File: config.mk
export PLATFORM = sky130hd
export DESIGN_NAME = fetch_unit_flat
export DESIGN_NICKNAME = d
export VERILOG_FILES = /design/src/rtl/fetch_unit_if.sv /design/src/rtl/fetch_unit.sv /design/src/flat_wrapper.sv
export SDC_FILE = /design/constraint.sdc
export NUM_CORES = 1
export LEC_CHECK = 0
export ABC_AREA = 1
export CAP_MARGIN = 10
export CORE_MARGIN = 4
export CORE_UTILIZATION = 43
export DETAILED_ROUTE_END_ITERATION = 8
export PLACE_DENSITY = 0.85
export SLEW_MARGIN = 20
export SYNTH_ARGS = -nofsm -noshare
export SYNTH_HDL_FRONTEND = slang
export SYNTH_SLANG_ARGS = --single-unit
File: constraint.sdc
create_clock -name clk -period 1.94 [get_ports clk]
set_input_delay 0.582 -clock clk [delete_from_list [all_inputs] [get_ports clk]]
set_output_delay 0.582 -clock clk [all_outputs]
set_load 0.02 [all_outputs]
File: src/rtl/fetch_unit_if.sv
// fetch_unit_if
//   Bundles everything that crosses the fetch stage boundary:
//   - controller strobes in: br_taken, taddr, enable_updatePC, enable_fetch
//   - instruction memory: imem_rdy / imem_data in, instrmem_rd / imem_addr out
//   - decode side out: instr_out, instr_pc, instr_valid
//   - program counter view out: pc, npc
//   The slave modport is the fetch unit itself. The master modport is the
//   environment that drives the controller and memory inputs.
interface fetch_unit_if;
   logic        br_taken;
   logic [15:0] taddr;
   logic        enable_updatePC;
   logic        enable_fetch;
   logic        imem_rdy;
   logic [15:0] imem_data;
   logic [15:0] pc;
   logic [15:0] npc;
   logic        instrmem_rd;
   logic [15:0] imem_addr;
   logic [15:0] instr_out;
   logic [15:0] instr_pc;
   logic        instr_valid;

   modport slave (
      input  br_taken, taddr, enable_updatePC, enable_fetch, imem_rdy, imem_data,
      output pc, npc, instrmem_rd, imem_addr, instr_out, instr_pc, instr_valid
   );

   modport master (
      output br_taken, taddr, enable_updatePC, enable_fetch, imem_rdy, imem_data,
      input  pc, npc, instrmem_rd, imem_addr, instr_out, instr_pc, instr_valid
   );
endinterface

File: src/rtl/fetch_unit.sv
// fetch_unit
//   Instruction-fetch stage. Owns the program counter, issues one read at a
//   time to instruction memory (held until imem_rdy), and hands each fetched
//   word together with its address to decode as a one-cycle pulse.
//
// Ports
//   clk    : single clock, all state changes on its rising edge
//   reset  : synchronous, active-high; overrides every other input
//   bus    : fetch_unit_if.slave (controller strobes, memory handshake,
//            decode outputs, pc/npc)
//
// Parameters
//   RESET_PC : program counter value loaded by reset
module fetch_unit #(
   parameter logic [15:0] RESET_PC = 16'h3000
) (
   input  logic         clk,
   input  logic         reset,
   fetch_unit_if.slave  bus
);

   // IDLE : no read outstanding
   // WAIT : read outstanding, its data will be delivered
   // DROP : read outstanding but squashed by a redirect; wait it out
   typedef enum logic [1:0] {
      ST_IDLE = 2'd0,
      ST_WAIT = 2'd1,
      ST_DROP = 2'd2
   } state_t;

   state_t      state_reg;
   logic [15:0] pc_reg;
   logic [15:0] fetch_addr_reg;
   logic [15:0] instr_out_reg;
   logic [15:0] instr_pc_reg;
   logic        instr_valid_reg;
   logic        rd_reg;

   logic [15:0] npc_next;
   logic        redirect;

   assign npc_next = pc_reg + 16'd1;   // wraps 16'hFFFF -> 16'h0000
   assign redirect = bus.enable_updatePC & bus.br_taken;

   // Single state machine with all outputs registered. rd_reg is written
   // alongside every state transition so it always equals (state != IDLE).
   always_ff @(posedge clk) begin
      if (reset) begin
         state_reg       <= ST_IDLE;
         pc_reg          <= RESET_PC;
         fetch_addr_reg  <= RESET_PC;
         instr_out_reg   <= 16'h0000;
         instr_pc_reg    <= 16'h0000;
         instr_valid_reg <= 1'b0;
         rd_reg          <= 1'b0;
      end else begin
         // Program counter: independent of the fetch state.
         if (bus.enable_updatePC) begin
            pc_reg <= bus.br_taken ? bus.taddr : npc_next;
         end

         instr_valid_reg <= 1'b0;

         case (state_reg)
            ST_IDLE: begin
               // A late imem_rdy here (e.g. after reset) is ignored.
               // fetch_addr takes the pre-update pc.
               if (bus.enable_fetch) begin
                  fetch_addr_reg <= pc_reg;
                  state_reg      <= ST_WAIT;
                  rd_reg         <= 1'b1;
               end
            end

            ST_WAIT: begin
               if (bus.imem_rdy) begin
                  // A redirect on the completing cycle squashes the data but
                  // does not stop a back-to-back follow-on fetch.
                  if (!redirect) begin
                     instr_out_reg   <= bus.imem_data;
                     instr_pc_reg    <= fetch_addr_reg;
                     instr_valid_reg <= 1'b1;
                  end
                  if (bus.enable_fetch) begin
                     // address switches on the same edge that takes the data,
                     // keeping one instruction per cycle possible
                     fetch_addr_reg <= pc_reg;
                     state_reg      <= ST_WAIT;
                     rd_reg         <= 1'b1;
                  end else begin
                     state_reg <= ST_IDLE;
                     rd_reg    <= 1'b0;
                  end
               end else if (redirect) begin
                  // The memory still owes us this read; keep the request up
                  // but forget the data when it arrives.
                  state_reg <= ST_DROP;
                  rd_reg    <= 1'b1;
               end
            end

            ST_DROP: begin
               if (bus.imem_rdy) begin
                  state_reg <= ST_IDLE;
                  rd_reg    <= 1'b0;
               end
            end

            default: begin
               state_reg <= ST_IDLE;
               rd_reg    <= 1'b0;
            end
         endcase
      end
   end

   assign bus.pc          = pc_reg;
   assign bus.npc         = npc_next;
   assign bus.instrmem_rd = rd_reg;
   assign bus.imem_addr   = fetch_addr_reg;
   assign bus.instr_out   = instr_out_reg;
   assign bus.instr_pc    = instr_pc_reg;
   assign bus.instr_valid = instr_valid_reg;

endmodule

File: src/flat_wrapper.sv
// flat-port wrapper written by rule: the top's interface ports become plain ports
module fetch_unit_flat 
#(
   parameter logic [15:0] RESET_PC = 16'h3000
)
  (clk, reset, bus_br_taken, bus_taddr, bus_enable_updatePC, bus_enable_fetch, bus_imem_rdy, bus_imem_data, bus_pc, bus_npc, bus_instrmem_rd, bus_imem_addr, bus_instr_out, bus_instr_pc, bus_instr_valid);
  fetch_unit_if bus_i ();
  input  logic clk;
  input  logic reset;
  input wire logic [$bits(bus_i.br_taken)-1:0] bus_br_taken;
  input wire logic [$bits(bus_i.taddr)-1:0] bus_taddr;
  input wire logic [$bits(bus_i.enable_updatePC)-1:0] bus_enable_updatePC;
  input wire logic [$bits(bus_i.enable_fetch)-1:0] bus_enable_fetch;
  input wire logic [$bits(bus_i.imem_rdy)-1:0] bus_imem_rdy;
  input wire logic [$bits(bus_i.imem_data)-1:0] bus_imem_data;
  output wire logic [$bits(bus_i.pc)-1:0] bus_pc;
  output wire logic [$bits(bus_i.npc)-1:0] bus_npc;
  output wire logic [$bits(bus_i.instrmem_rd)-1:0] bus_instrmem_rd;
  output wire logic [$bits(bus_i.imem_addr)-1:0] bus_imem_addr;
  output wire logic [$bits(bus_i.instr_out)-1:0] bus_instr_out;
  output wire logic [$bits(bus_i.instr_pc)-1:0] bus_instr_pc;
  output wire logic [$bits(bus_i.instr_valid)-1:0] bus_instr_valid;
  assign bus_i.br_taken = bus_br_taken;
  assign bus_i.taddr = bus_taddr;
  assign bus_i.enable_updatePC = bus_enable_updatePC;
  assign bus_i.enable_fetch = bus_enable_fetch;
  assign bus_i.imem_rdy = bus_imem_rdy;
  assign bus_i.imem_data = bus_imem_data;
  assign bus_pc = bus_i.pc;
  assign bus_npc = bus_i.npc;
  assign bus_instrmem_rd = bus_i.instrmem_rd;
  assign bus_imem_addr = bus_i.imem_addr;
  assign bus_instr_out = bus_i.instr_out;
  assign bus_instr_pc = bus_i.instr_pc;
  assign bus_instr_valid = bus_i.instr_valid;
  fetch_unit #(.RESET_PC(RESET_PC)) u_core (.clk(clk), .reset(reset), .bus(bus_i));
endmodule
==> impl_metrics.yaml, run 1 <==
die:
  core_sq_um: 6420
  row_count: 29
  die_x_um: 89.8
  die_area_sq_um: 8060
  die_y_um: 89.8
  ios: 120
  start_util: 0.448
power:
  intPower_mw: 2.51
  p_switching_mw: 1.04
  p_leak_nw: 2.23
  ir_drop_mv: 0.347
  power_frac_comb: 0.225
  power_mw: 3.55
  power_frac_seq: 0.435
  power.density_nw_per_um2: 689
  power.share.clock: 0.341
  p_sw_frac: 0.293
layout:
  fillerInstances: 375
  layout.nets: 605
  final_layout_size_suffix_gt1_frac: 0.282
  areaGrowthSynthToFinish_pct: 79.2
  antenna_cells: 0
drt:
  vias: 3511
  drt-total-wl_mm: 11.8
  drtIter0Drc: 319
  drcViolationCount: 0
  dr.pass1.iters: 5
  ant_nets: 0
  wl_per_cell_um: 18.2
  vias_per_cell: 5.42
job:
  maxCapViolCount: 0
grt:
  grt_pass1_vias: 3398
  antenna_found_initial: 0
  grt_pass1_wl_mm: 16.8
  track_usage: 0.259
  grt_max_degree: 46
  gr-total-overflow: 0
clocking:
  hold_buffers: 0
  clk_pin_slew_ns: 0.07
  cts_max_path_buffers: 2
  clock_sinks: 68
  tritoncts: "yes"
  htree_levels: 3
  worstSkewPairLatency_ns: 0.34
  root_buffer: "clkbuf_8"
  cts_inserted_buffers: 9
run_status:
  status: "finished, violations left"
  violations: "setup timing"
place:
  pre_cts_ws_ns: -0.402
  place.gp.congestion: 0.850
  port_buffers: 119
  place_hpwl_mm: 6.91
sta:
  maxSlewViolCount: 0
  fin_skew_ns: 0.00912
  worstMarginPinSlew_ns: 0.406
  rsz0062_at_grt: "yes"
  setup_ws_ns: -0.310
  max_clock_freq_mhz: 445
  post-route-min-period_ns: 2.25
  slew_headroom: 0.729
  hold_viol_final: 0
  fin_crit_sh: 1.16
  setup_viol: 15
  fin_hold_ws_ns: 0.483
synthesis:
  yosysSeqAreaShare: 0.473
  synth-xor-area-share: 0.0304
  synth_fa_ha_area_frac: 0.00435
  yosys.area_share.simple: 0.249
  netlist_instances: 393
  synth_compound_area_frac: 0.166
  synth.distinct_cells: 32
  async_flop_share: 0
  syn_avg_cell_area_sq_um: 7.32
  syn-cell-area_sq_um: 2880
  yosys_warnings: 0
  synth_nets: 432
  synthMuxAreaShare: 0
  synth-seq-cells: 68
  synth_top_family_by_area: "simple AND/OR/NAND/NOR gates"
  synth_top_flop_cell: "dfxtp_1"
  synth_edf_count: 0
critical_path:
  critPathArrivalTime_ns: 1.67
  crit_type: "flop to output pin"
  critPathLaunchType: "flop"
  cp_data_required_time_ns: 1.36
  worstPathMaxFanout: 3
  worstSetupEndpointType: "output pin"
min_path:
  hold_path_class: "flop to flop"
worst max-delay path, cell delays in order (launching register included):
cell and delay [ns]:
dfxtp_4 0.39, buf_6 0.12, nand3_4 0.08, nor2_4 0.18
nand3_2 0.14, xnor2_2 0.23, buf_4 0.18
cells in the mapped netlist, types with 3 or more instances:
master	count	share of area
a31oi_1	3	0.0065
a21oi_1	21	0.037
o21ai_1	6	0.010
nand3_1	9	0.016
dfxtp_1	68	0.47
inv_2	5	0.0065
clkbuf_1	8	0.010
nand2_2	5	0.011
inv_1	26	0.034
nor2_1	89	0.12
nand2_1	59	0.077
xor2_1	9	0.027
buf_2	7	0.012
nand4_1	3	0.0065
nor2_2	4	0.0087
o21ai_0	53	0.092
layout make-up:
type	instances	area [sq um]	share of cell area
multi-input combinational	275	1580	0.307
timing repair buffer	180	1760	0.341
sequential	68	1390	0.270
tap	77	96.3	0.0187
inverter	32	125	0.0243
clock inverter	4	47.5	0.00923
clock buffer	12	155	0.0301
metal layers:
| metal | part of all wire | track usage | vias to the layer above |
|---|---|---|---|
| met5 | 0 | 0 | - |
| li1 | - | - | 1611 |
| met4 | 0.034 | 0.146 | 0 |
| met1 | 0.37 | 0.292 | 1597 |
| met3 | 0.097 | 0.0509 | 47 |
| met2 | 0.50 | 0.456 | 256 |
cell families after synthesis:
logic type	after synthesis
XOR/XNOR	10
adder cells (fa/ha/maj)	1
AO/OA/AOI/OAI	90
buffers and inverters	50
AND/OR/NAND/NOR	174
flip-flops	68
per-stage QoR:
stage | std cells | setup TNS, ns | area [sq um] | utilization
4_1_cts | 642 | -1.66 | 4880 | 0.760
2_1_floorplan | 393 | -0.0456 | 2890 | -
3_3_place_gp | 617 | -3.12 | 4490 | 0.700
5_1_grt | 648 | -3.53 | 5150 | 0.802
6_report | 648 | -2.98 | 5150 | 0.802
3_5_place_dp | 617 | -4.65 | 4490 | 0.700
layout by cell type, fill, tap and decap left out, types with 12 or more instances in the layout:
master / count
a21oi_1: 21
clkdlybuf4s50_1: 76
dlygate4sd2_1: 17
nand2_2: 12
buf_6: 19
inv_1: 24
nand2_1: 48
buf_4: 50
dfxtp_1: 56
o21ai_0: 53
nor2_1: 84
final timing paths:
| path | startpoint | end | slack (ns) | cells past startpoint |
|---|---|---|---|---|
| worst max-delay path | u_core.bus.pc[1] | bus_npc[13] | -0.31 | 6 |
| worst min-delay path | u_core.bus.instr_pc[11] | u_core.bus.instr_pc[11] | 0.48 | 2 |
| worst max register to register | u_core.bus.pc[12] | u_core.bus.pc[15] | -0.26 | 15 |
| worst min register to register | u_core.bus.instr_pc[11] | u_core.bus.instr_pc[11] | 0.48 | 2 |
power groups by stage:
stage / Combinational, mW / Sequential, mW / Clock [mW]
5_1_grt: 0.847 / 1.55 / 1.28
3_3_place_gp: 0.734 / 1.56 / 0
6_report: 0.798 / 1.54 / 1.21
3_5_place_dp: 0.749 / 1.57 / 0
4_1_cts: 0.752 / 1.54 / 1.19
2_1_floorplan: 0.240 / 1.66 / 0
timing repair:
| action | CTS | global route |
|---|---|---|
| resized for setup | 130 | 65 |
| pin swaps | 7 | 19 |
| buffers inserted | 9 | 6 |
| setup endpoints to repair | 33 | 26 |
Note: power is estimated with default switching activity, not from simulation.
==> run 2: changes to the inputs <==
--- a/config.mk
+++ b/config.mk
@@ -6,7 +6,6 @@
 export NUM_CORES = 1
 export LEC_CHECK = 0
 export ABC_AREA = 1
-export CAP_MARGIN = 10
 export CORE_MARGIN = 4
 export CORE_UTILIZATION = 43
 export DETAILED_ROUTE_END_ITERATION = 8
==> results of run 2 <==
Final layout, timing and power as in run 1 (identical DEF).
==> run 3: changes to the inputs <==
--- a/config.mk
+++ b/config.mk
@@ -7,9 +7,9 @@
 export LEC_CHECK = 0
 export ABC_AREA = 1
 export CORE_MARGIN = 4
-export CORE_UTILIZATION = 43
+export CORE_UTILIZATION = 30
 export DETAILED_ROUTE_END_ITERATION = 8
-export PLACE_DENSITY = 0.85
+export PLACE_DENSITY = 0.64
 export SLEW_MARGIN = 20
 export SYNTH_ARGS = -nofsm -noshare
 export SYNTH_HDL_FRONTEND = slang
==> impl_metrics.yaml, run 3 (synthesized netlist as in run 1, its figures left out) <==
clocking:
  htree_levels: 3
  root_buffer: "clkbuf_8"
  hold_buffers: 0
  clock_sinks: 68
  tritoncts: "yes"
  cts_max_path_buffers: 2
  cts_inserted_buffers: 9
  clk_pin_slew_ns: 0.07
  worstSkewPairLatency_ns: 0.33
place:
  port_buffers: 119
  place.gp.congestion: 0.829
  pre_cts_ws_ns: -0.340
  place_hpwl_mm: 6.88
  place_area_sq_um: 4540
critical_path:
  crit_start: "u_core.bus.pc[1]"
  worstSetupEndpointType: "output pin"
  r2r-end: "u_core.bus.pc[15]"
  r2r.worst_path.cells: 16
  cp_data_required_time_ns: 1.36
  crit_end: "bus_npc[15]"
  crit_type: "flop to output pin"
  r2r_setup_slack_ns: -0.07
  reg2reg_from: "u_core.bus.pc[1]"
  critPathArrivalTime_ns: 1.56
  worstPathMaxFanout: 3
  critPathLaunchType: "flop"
die:
  die_y_um: 106
  ios: 120
  core_sq_um: 9280
  row_count: 35
  start_util: 0.310
  die_x_um: 106
  die_area_sq_um: 11200
sta:
  max_clock_freq_mhz: 466
  setup_ws_ns: -0.206
  tns_ns: -1.65
  worstMarginPinSlew_ns: 0.393
  hold_viol_final: 0
  setup_viol: 13
  rsz0062_at_grt: "yes"
  fin_crit_sh: 1.11
  slew_headroom: 0.738
  fin_skew_ns: 0.00639
  fin_hold_ws_ns: 0.480
  maxSlewViolCount: 0
  post-route-min-period_ns: 2.15
layout:
  layout.nets: 608
  fillerInstances: 858
  multi_input_area_sq_um: 1610
  final_cell_mix: "nor2_1 (82), clkdlybuf4s50_1 (75), dfxtp_1 (56)"
  areaGrowthSynthToFinish_pct: 82.6
  final_layout_size_suffix_gt1_frac: 0.293
  layout_commonest_cell: "nor2_1"
  regArea_sq_um: 1390
  final_area_sq_um: 5250
  antenna_cells: 0
power:
  power_mw: 3.36
  p_leak_nw: 2.25
  power.density_nw_per_um2: 640
  ir_drop_mv: 0.292
grt:
  track_usage: 0.175
  antenna_found_initial: 0
  grt_pass1_wl_mm: 15.8
  gr-total-overflow: 0
  grt_pass1_vias: 3160
  grt_max_degree: 33
drt:
  ant_nets: 0
  drt-total-wl_mm: 10.2
  wl_per_cell_um: 14.5
  vias_per_cell: 4.60
  dr.pass1.iters: 4
  drtIter0Drc: 93
  drcViolationCount: 0
  vias: 3232
run_status:
  status: "finished, violations left"
  violations: "setup timing"
min_path:
  hold_path_class: "flop to flop"
job:
  maxCapViolCount: 0
-- run 3: stage by stage --
stage                     std cells  utilization
after floorplan                 393            -
after global placement          670        0.489
after detailed placement        670        0.489
after CTS                       696        0.538
after global routing            702        0.566
final                           702        0.566
-- run 3: critical path: stages (launching register included) --
cell and delay, ns:
dfxtp_4 0.37, buf_6 0.11, nand2_4 0.05, nor2_4 0.13, nand2_4 0.09, o21ai_2 0.20, and2_4 0.18, buf_6 0.11
-- run 3: repair_timing --
action | in CTS | in global routing
cloned | 0 | 0
buffers inserted | 11 | 7
endpoints found under the setup margin | 34 | 25
pin swaps | 16 | 17
resized for setup | 154 | 57
-- run 3: worst min path at each step --
stage / to / startpoint / slack [ns] / depth (start not counted)
after floorplan: u_core.state_reg[1] / u_core.state_reg[0] / 0.52 / 2
after global placement: u_core.bus.instr_pc[3] / u_core.bus.instr_pc[3] / 0.46 / 2
after detailed placement: u_core.bus.instr_out[13] / u_core.bus.instr_out[13] / 0.47 / 2
after CTS: u_core.bus.instr_out[13] / u_core.bus.instr_out[13] / 0.49 / 2
after global routing: u_core.bus.instr_pc[4] / u_core.bus.instr_pc[4] / 0.51 / 2
final: u_core.bus.instr_out[13] / u_core.bus.instr_out[13] / 0.48 / 2
-- run 3: metal layers --
layer,wire [um],GRT usage,up-vias
met2,4850,0.296,110
met1,4520,0.222,1486
met5,0,0,-
li1,-,-,1613
met4,285,0.0583,0
met3,505,0.0352,23
-- run 3: area by class of cell --
| cell class | instances | share of cell area |
|---|---|---|
| multi-input cells | 275 | 0.307 |
| well taps | 129 | 0.0307 |
| clock inverters | 4 | 0.00476 |
| clock buffers | 11 | 0.0288 |
| inverters | 32 | 0.0243 |
| flip-flops and latches | 68 | 0.265 |
| repair buffers | 183 | 0.340 |
-- run 3: power breakdown --
| group | leakage (nW) | total, mW | switching (mW) | internal (mW) |
|---|---|---|---|---|
| Combinational | 1.60 | 0.768 | 0.398 | 0.370 |
| Sequential | 0.564 | 1.54 | 0.0620 | 1.48 |
| Clock | 0.0872 | 1.05 | 0.530 | 0.522 |
